===== src/rtl/ifetch_queue.sv =====
// Instruction fetch queue: owns the PC, issues word fetches, buffers responses in order for decode.
// Optional fetch-misalignment exception entries are enabled with `define IFETCH_MISALIGN_EXC_EN.
module ifetch_queue #(
  parameter int unsigned          XLEN         = 32,
  parameter int unsigned          FIFO_DEPTH   = 4,
  parameter logic [XLEN-1:0]      RESET_VECTOR = 32'h0000_0000
) (
  input  logic            clk,
  input  logic            reset_n,
  output logic            imem_req_o,
  output logic [XLEN-1:0] imem_adr_o,
  input  logic            imem_gnt_i,
  input  logic            imem_rvalid_i,
  input  logic [XLEN-1:0] imem_rdata_i,
  input  logic            redirect_v_i,
  input  logic [XLEN-1:0] redirect_pc_i,
  output logic            valid_o,
  input  logic            ready_i,
  output logic [XLEN-1:0] instr_o,
  output logic [XLEN-1:0] pc_o,
  output logic            instr_misalign_o
);

  localparam int unsigned CW = $clog2(FIFO_DEPTH + 1);
  localparam int unsigned AW = $clog2(FIFO_DEPTH);

  typedef enum logic [1:0] {BOOT = 2'd0, FETCH = 2'd1, HALT = 2'd2} state_e;

  state_e          state_q, state_d;
  logic [XLEN-1:0] pc_q, pc_d;
  logic [XLEN-1:0] resp_pc_q, resp_pc_d;
  logic [CW-1:0]   out_q, out_d;
  logic [CW-1:0]   drop_q, drop_d;
  logic [CW-1:0]   count_q, count_d;
  logic [AW-1:0]   rd_ptr_q, rd_ptr_d;
  logic [AW-1:0]   wr_ptr_q, wr_ptr_d;
  logic            mis_pend_q, mis_pend_d;
  logic [XLEN-1:0] mis_pc_q, mis_pc_d;

  logic [XLEN-1:0] instr_mem_q [FIFO_DEPTH];
  logic [XLEN-1:0] pc_mem_q    [FIFO_DEPTH];

  logic            grant, pop, resp_keep, mis_push, push, redir_mis, credit_ok;
  logic [XLEN-1:0] push_instr, push_pc, redir_pc_aligned;

  assign redir_pc_aligned = {redirect_pc_i[XLEN-1:2], 2'b00};
`ifdef IFETCH_MISALIGN_EXC_EN
  assign redir_mis = redirect_v_i & (redirect_pc_i[1:0] != 2'b00);
`else
  assign redir_mis = 1'b0;
`endif

  // Credit covers both buffered and in-flight words, so responses never need backpressure.
  assign credit_ok  = ({1'b0, count_q} + {1'b0, out_q}) < (CW + 1)'(FIFO_DEPTH);
  assign imem_adr_o = pc_q;
  assign valid_o    = (count_q != '0);
  assign instr_o    = valid_o ? instr_mem_q[rd_ptr_q] : '0;
  assign pc_o       = valid_o ? pc_mem_q[rd_ptr_q]    : '0;

  always_ff @(posedge clk) begin
    if (!reset_n) state_q <= BOOT;
    else          state_q <= state_d;
  end

  always_comb begin
    state_d = state_q;
    if (redirect_v_i)           state_d = redir_mis ? HALT : FETCH;
    else if (state_q == BOOT)   state_d = FETCH;
  end

  always_comb begin
    imem_req_o = 1'b0;
    if (state_q == FETCH) imem_req_o = ~redirect_v_i & credit_ok;
  end

  always_comb begin
    grant      = imem_req_o & imem_gnt_i;
    pop        = valid_o & ready_i;
    resp_keep  = imem_rvalid_i & ~redirect_v_i & (drop_q == '0);
    // A pending misaligned entry only lands when no response can be kept (all are being dropped).
    mis_push   = mis_pend_q & ~redirect_v_i;
    push       = resp_keep | mis_push;
    push_instr = mis_push ? '0 : imem_rdata_i;
    push_pc    = mis_push ? mis_pc_q : resp_pc_q;

    pc_d       = pc_q;
    resp_pc_d  = resp_pc_q;
    out_d      = out_q + CW'(grant) - CW'(imem_rvalid_i);
    drop_d     = drop_q;
    count_d    = count_q;
    rd_ptr_d   = rd_ptr_q;
    wr_ptr_d   = wr_ptr_q;
    mis_pend_d = 1'b0;
    mis_pc_d   = mis_pc_q;

    if (redirect_v_i) begin
      pc_d       = redir_pc_aligned;
      resp_pc_d  = redir_pc_aligned;
      drop_d     = out_d;
      count_d    = '0;
      rd_ptr_d   = '0;
      wr_ptr_d   = '0;
      mis_pend_d = redir_mis;
      mis_pc_d   = redirect_pc_i;
    end else begin
      if (grant)                             pc_d      = pc_q + XLEN'(4);
      if (imem_rvalid_i && (drop_q != '0))   drop_d    = drop_q - 1'b1;
      if (resp_keep)                         resp_pc_d = resp_pc_q + XLEN'(4);
      if (push)                              wr_ptr_d  = wr_ptr_q + 1'b1;
      if (pop)                               rd_ptr_d  = rd_ptr_q + 1'b1;
      count_d = count_q + CW'(push) - CW'(pop);
    end
  end

  always_ff @(posedge clk) begin
    if (!reset_n) begin
      pc_q       <= RESET_VECTOR;
      resp_pc_q  <= RESET_VECTOR;
      out_q      <= '0;
      drop_q     <= '0;
      count_q    <= '0;
      rd_ptr_q   <= '0;
      wr_ptr_q   <= '0;
      mis_pend_q <= 1'b0;
    end else begin
      pc_q       <= pc_d;
      resp_pc_q  <= resp_pc_d;
      out_q      <= out_d;
      drop_q     <= drop_d;
      count_q    <= count_d;
      rd_ptr_q   <= rd_ptr_d;
      wr_ptr_q   <= wr_ptr_d;
      mis_pend_q <= mis_pend_d;
    end
  end

  // Payload storage carries no reset; occupancy is tracked by count_q alone.
  always_ff @(posedge clk) begin
    mis_pc_q <= mis_pc_d;
    if (push) begin
      instr_mem_q[wr_ptr_q] <= push_instr;
      pc_mem_q[wr_ptr_q]    <= push_pc;
    end
  end

`ifdef IFETCH_MISALIGN_EXC_EN
  logic mis_mem_q [FIFO_DEPTH];

  always_ff @(posedge clk) begin
    if (push) mis_mem_q[wr_ptr_q] <= mis_push;
  end

  assign instr_misalign_o = valid_o & mis_mem_q[rd_ptr_q];
`else
  assign instr_misalign_o = 1'b0;
`endif

endmodule


===== config.mk =====
export PLATFORM = sky130hd
export DESIGN_NAME = ifetch_queue
export DESIGN_NICKNAME = d
export VERILOG_FILES = /design/src/rtl/ifetch_queue.sv
export SDC_FILE = /design/constraint.sdc
export NUM_CORES = 1
export LEC_CHECK = 0
export CAP_MARGIN = 40
export CORE_UTILIZATION = 50
export DETAILED_ROUTE_END_ITERATION = 12
export DONT_BUFFER_PORTS = 1
export PLACE_DENSITY_LB_ADDON = 0.05
export SYNTH_ARGS = -nofsm -noshare
export SYNTH_HDL_FRONTEND = slang
export SYNTH_SLANG_ARGS = --single-unit

===== constraint.sdc =====
create_clock -name clk -period 8.56 [get_ports clk]
set_clock_uncertainty 0.2 [all_clocks]
set_input_delay 0.428 -clock clk [delete_from_list [all_inputs] [get_ports clk]]
set_output_delay 0.428 -clock clk [all_outputs]
set_load 0.02 [all_outputs]

# Word-level counts from Yosys, hierarchy flattened

Memories as Yosys holds them, arrays and structs flattened. A register that Yosys moved wholly into a read port is not among the register bits.
Cells that the tools add are included.

Register bits: 78
Memory bits (writable): 256
Input bits: 70
Output and inout port bits: 99
Logic and storage cells: 57
Memories kept: 2

Memory list:

| memory      | depth | width | rd ports | clocked after memory_dff | write ports | RTL line | RTL |
|---|---|---|---|---|---|---|---|
| instr_mem_q | 4     | 32    | 1        | 1                        | 1           | 40       | `logic [XLEN-1:0] instr_mem_q [FIFO_DEPTH];` |
| pc_mem_q    | 4     | 32    | 1        | 1                        | 1           | 41       | `logic [XLEN-1:0] pc_mem_q [FIFO_DEPTH];` |

Add/sub/neg operators: 10
Order comparisons: 1
Multiplexer cells: 17
Bitwise logic cells: 7
Reduce and logical (&&, ||, !) cells: 10

Operator list:

| cell                    | count |
|---|---|
| $mux W32                | 6 |
| $add A32 B3 Y32 const B | 2 |
| $mux W2                 | 4 |
| $reduce_bool A2 Y1      | 4 |
| $add A3 B1 Y3           | 2 |
| $mux W3                 | 2 |
| $reduce_bool A3 Y1      | 2 |
| $sub A3 B1 Y3           | 2 |
| $and A1 B1 Y1           | 5 |
| $mux W1                 | 5 |
| $add A2 B1 Y2 const B   | 2 |
| $add A3 B3 Y4           | 1 |
| $lt A4 B3 Y1 const B    | 1 |
| $logic_not A3 Y1        | 1 |
| $sub A3 B1 Y3 const B   | 1 |
| $logic_not A2 Y1        | 1 |
| $not A1 Y1              | 2 |
| $reduce_or A2 Y1        | 1 |
| $logic_and A1 B1 Y1     | 1 |

# Depth between registers and ports, before layout

Gate-level depths: netlist of the first run.

Word-level depth: 8
Depth in mapped cells: 15
Gate-level depth less buffers: 13

# Worst setup path after synthesis of the first run

No wires, ideal clock.

Path type: register to register
Start: register drop_q[0]
End: memory instr_mem_q[0][0], enable pin
Arrival: 2658 ps
Data required time: 7933 ps
Setup slack: 5275 ps
Stages on the path, launching flop included: 7
Period minus slack after synthesis: 3285 ps
Cells stage by stage: dfxtp_1 -> inv_1 -> ha_1 -> and3b_1 -> buf_2 -> clkbuf_1 -> and3_1

Word-level cells in the longest chain between the ends: 4

Ends and longest elaborated chain:

| item                          | RTL line | RTL |
|---|---|---|
| start: declaration            | 33       | `logic [CW-1:0] drop_q, drop_d;` |
| start signal: assignment      | 129      | `drop_q <= drop_d;` |
| $logic_not A3 Y1              | 79       | `resp_keep = imem_rvalid_i & ~redirect_v_i & (drop_q == '0);` |
| $and A1 B1 Y1                 | 79       |  |
| $mux W1                       | 140      | `if (push) begin` |
| $mux W1 (not written as such) | 141      | `instr_mem_q[wr_ptr_q] <= push_instr;` |
| end: declaration              | 40       |  |

No other way between the ends.

# Worst setup path after layout of the first run

Start: register out_q[2]
End: register drop_q[2]

Word-level cells in the longest chain between the ends: 8

Ends and longest elaborated chain:

| item                     | RTL line | RTL |
|---|---|---|
| start: declaration       | 32       | `logic [CW-1:0] out_q, out_d;` |
| start signal: assignment | 128      | `out_q <= out_d;` |
| $add A3 B3 Y4            | 54       | `assign credit_ok = ({1'b0, count_q} + {1'b0, out_q}) < (CW + 1)'(FIFO_DEPTH);` |
| $lt A4 B3 Y1             | 54       |  |
| $and A1 B1 Y1            | 73       | `if (state_q == FETCH) imem_req_o = ~redirect_v_i & credit_ok;` |
| $mux W1                  | 73       |  |
| $and A1 B1 Y1            | 77       | `grant = imem_req_o & imem_gnt_i;` |
| $add A3 B1 Y3 (*)        | 88       | `out_d = out_q + CW'(grant) - CW'(imem_rvalid_i);` |
| $sub A3 B1 Y3 (*)        | 88       |  |
| $mux W3 (*)              | 96       | `if (redirect_v_i) begin` |

Mark *: on every way between the ends. The rest lies on a longest branch, timed or not.
A chain may end at the register's enable or synchronous reset.

==> results of run 1 <==
-- repair_timing --
item / 4_1_cts / 5_1_grt
hold buffers: 64 / 0
gates resized for setup: 0 / 0
endpoints found under the hold margin: 191 / 0
-- per-stage QoR --
step	area (um2)	util [%]	setup slack (ns)
3_3_place_gp	13900	51.6	4.65
2_1_floorplan	13600	-	5.28
6_report	15800	58.9	4.54
5_1_grt	15800	58.9	4.30
3_5_place_dp	14000	52.3	4.57
4_1_cts	15800	58.9	4.55
-- layout make-up --
cell class | instances | area [um2]
Timing Repair Buffer | 80 | 906
Fill cell | 2127 | 11000
Clock buffer | 44 | 962
Multi-Input combinational cell | 522 | 4310
Tap cell | 341 | 427
Clock inverter | 18 | 164
Sequential cell | 324 | 8970
Inverter | 24 | 90.1
-- worst max-delay path: cells and delay by family (launching register included) --
kind / cells / cell delay, ns
AO/OA/AOI/OAI: 1 / 0.12
XOR/XNOR: 2 / 0.35
adder cells (fa/ha/maj): 4 / 1.21
buffers and inverters: 3 / 0.47
flip-flops: 1 / 0.32
AND/OR/NAND/NOR: 3 / 1.24
-- sequential cells by signal, indices dropped and copies added, names as in the netlist, named ones only --
signal	cells
out_q	3
instr_mem_q	128
state_q	1
resp_pc_q	30
pc_mem_q	120
drop_q	3
wr_ptr_q	2
rd_ptr_q	2
count_q	3
imem_adr_o	30
-- per-layer routing --
layer | GRT usage, % | part of all wire, % | up-vias
met5 | 0 | 0 | -
met4 | 6.40 | 2.3 | 0
met3 | 5.04 | 7.0 | 52
met2 | 34.4 | 48 | 283
met1 | 28.0 | 43 | 4030
li1 | - | - | 3628
-- Yosys cell counts (16+ instances only) --
cell	instances	area (um2)
edfxtp_1	248	7450
dfxtp_1	76	1520
and2_1	70	438
mux4_2	62	1400
nand2_1	59	221
o21ai_0	39	195
clkbuf_1	36	135
nor2_1	35	131
a21oi_1	34	170
xnor2_1	32	280
nand3_1	24	120
inv_1	22	82.6
nand4_1	19	119
and3_1	16	100
-- logic make-up (layout without fill, tap and decap cells) --
kind of cell	count (synthesis)	in the layout	synth area share, %
compound gates	120	120	5.30
xor+xnor	37	37	2.38
fa+ha+maj	16	16	1.58
buf+inv	83	166	2.69
flops	324	324	65.8
mux	70	70	10.9
other cells	1	5	0.0275
simple gates	274	274	11.3
-- how the worst min path moves through the flow --
stage,from,to,cells past startpoint
floorplan,wr_ptr_q[1],wr_ptr_q[1],2
global placement,reset_n,state_q[0],0
detailed placement,reset_n,state_q[0],0
CTS,redirect_v_i,resp_pc_q[2],3
global route,redirect_v_i,resp_pc_q[2],3
finish,reset_n,imem_adr_o[27],3
-- layout by cell type (no fill, tap or decap), types with 7 or more instances in the layout --
master           n
dlygate4sd3_1   62
buf_4            9
a31oi_1         12
ha_1            14
clkinv_2         7
mux4_2          62
clkbuf_16       37
o21ai_0         39
nor4_1           8
edfxtp_1       248
xnor2_1         32
a21oi_1         34
and4_1           8
nand3_1         24
clkinv_1         7
nand2_1         59
nor3_1          10
inv_1           22
nand4_1         19
and3_1          12
dfxtp_1         74
nor2_1          35
and2_1          70
-- power by group --
| group | internal, W | total [W] | switching [W] |
|---|---|---|---|
| registers | 0.00176 | 0.00182 | 0.0000616 |
| logic | 0.000131 | 0.000325 | 0.000194 |
| clock network | 0.000887 | 0.00147 | 0.000585 |
| total | 0.00278 | 0.00362 | 0.000841 |
==> qor.txt, run 1 <==
status = finished, final reports clean
CP max FO = 26
Worst Setup End Kind = flop
hold_ws = 0.0301 ns
P_leak = 5.19 nW
Pwr Density = 229 mW/mm2
reg2reg end = drop_q[2]
# DRC = 0
Ports = 169
DP HPWL = 17,600 um
top_reg_cell synth = edfxtp_1
Core ar. = 0.0269 mm2
post-synthesis cell type count = 59
initial antenna violation count = 0
Die H = 167 um
Syn Area/Cell = 14.7 um2
worst ir drop on vdd = 0.159 mV
Area growth, synth to finish = 16.2%
Worst Setup EP = drop_q[2]
1st-iter DRT viols = 568
clock sinks = 324
vias in the first global route = 8,235
n_diodes = 0
cts bufs inserted = 36
total global routing overflow = 0
max_slew headroom = 38.6%
num rows = 60
Mapped Cells = 925
Synth Cell Area = 0.0136 mm2
Final GP Congestion = 0.872
Reg2Reg Depth = 13
min-delay worst type = in -> reg
setup_tns = 0 ns
Pins Over Slew Limit = 0
Syn. warnings = 0
number of synthesized flops with an enable pin = 248
number of H-tree levels = 2
max incr delay on CP = 0.85 ns
Final ANT Viol Nets = 0
TritonCTS clock tree = done
endpoints failing hold = 0
starting density of the core = 50.7%
drt wl/cell = 21.4 um
I/O Buffers = 0
final wirelength = 29,000 um
Final nets = 1,074
total power = 0.00362 W
RSZ-0062 raised after global routing = false
R2R Path Start = out_q[2]
via count = 7,993
Worst Setup SP = out_q[2]
Final period util = 47.0%
Pre-antenna DRT Iters = 5
Post-CTS Setup Bufs = 0
MaxCap Viol Count = 0
DIE AREA = 0.0279 mm2
CP max-delay cell = and4_1
Reg clk slew, reported paths = 0.06 ns
Tmin final = 4.02 ns
pin count of the biggest net entering global routing = 68
via density per instance = 5.91
highest clock rate = 249 MHz
worst-margin pin slew = 0.922 ns
CP Data Arrival Time = 4.21 ns
Die W = 167 um
ys async rst share = 0%
first-pass GRT wire length = 46,000 um
# setup viols final = 0
critical setup path kind = reg -> reg
r2r setup slk = 4.54 ns
share of the yosys chip area belonging to registers = 65.8%
CP dominant cell by count = ha_1
gr usage total = 21.1%
share of cells above drive strength 1 = 15.3%
maximum clock insertion buffer count = 3
final cell count without fillers = 1,353
CTS root buf = clkbuf_16
Clk Latency, worst-skew pair = 0.50 ns
Critical Path RT = 8.75 ns
Synth Register Bits = 324
placed cells = 1,227
critical-path cell list = ha_1, nor4_2, and4_1, inv_2, ha_1, inv_1, ha_1, inv_1, fa_1, xor2_1, xnor2_1, nand2_1, o211a_1
CP startpoint kind = flop
(Power assumes the default switching activity.)
==> inputs of run 2 (changes only) <==
- clock period: 8.56 -> 3.73 ns (I/O delays scaled with it)
==> run 2 against run 1 <==
  * Sequential power increased by 130%
  * Die area unchanged
  * Design area increased by 1.7%
  * Register-to-register slack got worse by 4.2 ns
  * First-iteration DRC count decreased by 14%
  * Sequential cell count unchanged
  * Fmax increased by 17%
  * Critical endpoint is now imem_adr_o[25]
  * Setup slack got worse by 4.2 ns
  * Critical path depth decreased by 3
  * Critical path type unchanged
  * Clock power increased by 130%
  * Via count increased by 0.34%
==> qor.txt, run 2 (synthesis results as in run 1) <==
R2R Path Start = out_q[2]
drt wl/cell = 20.7 um
Die H = 167 um
Crit path depth = 10
Post-DP Area = 0.0141 mm2
Internal Power = 0.00639 W
Critical Path RT = 3.92 ns
initial antenna violation count = 0
setup_tns = 0 ns
Final period util = 92.2%
switching portion of total power = 22.9%
maximum clock insertion buffer count = 3
max incr delay on CP = 0.56 ns
hold_ws = 0.110 ns
Die W = 167 um
r2r setup slk = 0.29 ns
Pwr Density = 515 mW/mm2
vias in the first global route = 8,358
Combinational Power Share = 9.3%
critical setup path kind = reg -> reg
Ports = 169
worst hold stages = 4
CTS root buf = clkbuf_16
n_diodes = 0
most frequent cells in the layout = 248 x edfxtp_1, 89 x dlygate4sd3_1, 74 x dfxtp_1
reg2reg end = imem_adr_o[25]
first-pass GRT wire length = 45,100 um
Worst Setup End Kind = flop
via density per instance = 5.81
DIE AREA = 0.0279 mm2
Clk network pwr share = 40.3%
highest clock rate = 291 MHz
CP max-delay cell = dlygate4sd3_1
Reg2Reg Depth = 10
critical-path cell list = ha_1, nor4_2, and4_1, buf_4, nor2_1, buf_4, a31oi_1, dlygate4sd3_1, nand2_1, dlygate4sd3_1
# DRC = 0
commonest non-fill, non-tap cell in the layout = edfxtp_1
gr usage total = 20.7%
CP Data Arrival Time = 3.63 ns
via count = 8,020
CP max FO = 25
Largest delay share family, worst path = buffers and inverters
P_leak = 5.31 nW
Reg clk slew, reported paths = 0.06 ns
RSZ-0062 raised after global routing = false
Sequential Power Share = 50.4%
share of cells above drive strength 1 = 14.9%
final wirelength = 28,600 um
Biggest register = instr_mem_q
pin count of the biggest net entering global routing = 64
CP startpoint kind = flop
worst path bufs/invs = 4
min-delay worst type = in -> reg
hold path start = imem_gnt_i
Final nets = 1,102
status = finished, final reports clean
num rows = 60
Sw Pwr = 0.00190 W
max_slew headroom = 53.0%
worst ir drop on vdd = 0.296 mV
clock sinks = 324
1st-iter DRT viols = 490
MaxCap Viol Count = 0
total global routing overflow = 0
Core ar. = 0.0269 mm2
Pins Over Slew Limit = 0
flip-flop count of the largest register after layout = 128
Area growth, synth to finish = 18.2%
Clk Latency, worst-skew pair = 0.50 ns
Final GP Congestion = 0.893
# setup viols final = 0
Final ANT Viol Nets = 0
Pre-antenna DRT Iters = 4
top flop regs = instr_mem_q (128), pc_mem_q (120)
Tmin final = 3.44 ns
hold endpoint = imem_adr_o[3]
total power = 0.00830 W
I/O Buffers = 0
starting density of the core = 50.7%
worst-margin pin slew = 0.705 ns
TritonCTS clock tree = done
endpoints failing hold = 0
cts bufs inserted = 35
number of H-tree levels = 2
DP HPWL = 17,000 um
design area = 0.0161 mm2
-- run 2: layout make-up --
class	count	area (um2)
clock inverters	10	98.8
well taps	341	427
flip-flops and latches	324	8970
clock buffers	51	1020
repair buffers	109	1180
fillers	2056	10800
inverters	24	90.1
multi-input cells	522	4310
-- run 2: worst reg2reg max path, stage by stage (launching register included) --
cell	delay, ns
dfxtp_1	0.32
ha_1	0.30
nor4_2	0.26
and4_1	0.27
buf_4	0.30
nor2_1	0.17
buf_4	0.20
a31oi_1	0.16
dlygate4sd3_1	0.56
nand2_1	0.05
dlygate4sd3_1	0.55
-- run 2: routing by layer --
metal	track usage (%)	vias up	share of wire, %
met4	5.72	0	1.7
met2	34.4	279	48
met1	27.2	4005	44
li1	-	3689	-
met5	0	-	0
met3	5.04	47	6.5
-- run 2: repair_timing --
item                      4_1_cts  5_1_grt
resized for setup               0        0
hold buffers                   91        0
hold endpoints to repair      204        0
buffers inserted                0        0
-- run 2: power by group through the flow --
| stage | sequential (W) | combinational (W) | clock, W |
|---|---|---|---|
| after floorplan | 0.00422 | 0.000539 | 0 |
| after global placement | 0.00425 | 0.000637 | 0 |
| after detailed placement | 0.00426 | 0.000658 | 0 |
| after CTS | 0.00419 | 0.000777 | 0.00343 |
| after global routing | 0.00421 | 0.000843 | 0.00356 |
| final | 0.00419 | 0.000768 | 0.00334 |
-- run 2: how the worst max path moves through the flow --
stage | startpoint | slack, ns | end
after floorplan | drop_q[0] | 0.45 | instr_mem_q[0][0]
after global placement | out_q[2] | 0.66 | drop_q[2]
after detailed placement | out_q[2] | 0.65 | drop_q[2]
after CTS | count_q[2] | 0.33 | imem_adr_o[25]
after global routing | count_q[2] | 0.12 | imem_adr_o[25]
final | out_q[2] | 0.29 | imem_adr_o[25]
-- run 2: through the flow --
stage | setup slack [ns] | std cells | utilization (%)
final | 0.289 | 1381 | 59.9
after global routing | 0.115 | 1381 | 59.9
after CTS | 0.327 | 1381 | 59.9
after detailed placement | 0.654 | 1229 | 52.3
after global placement | 0.657 | 1226 | 52.0
after floorplan | 0.445 | 929 | -
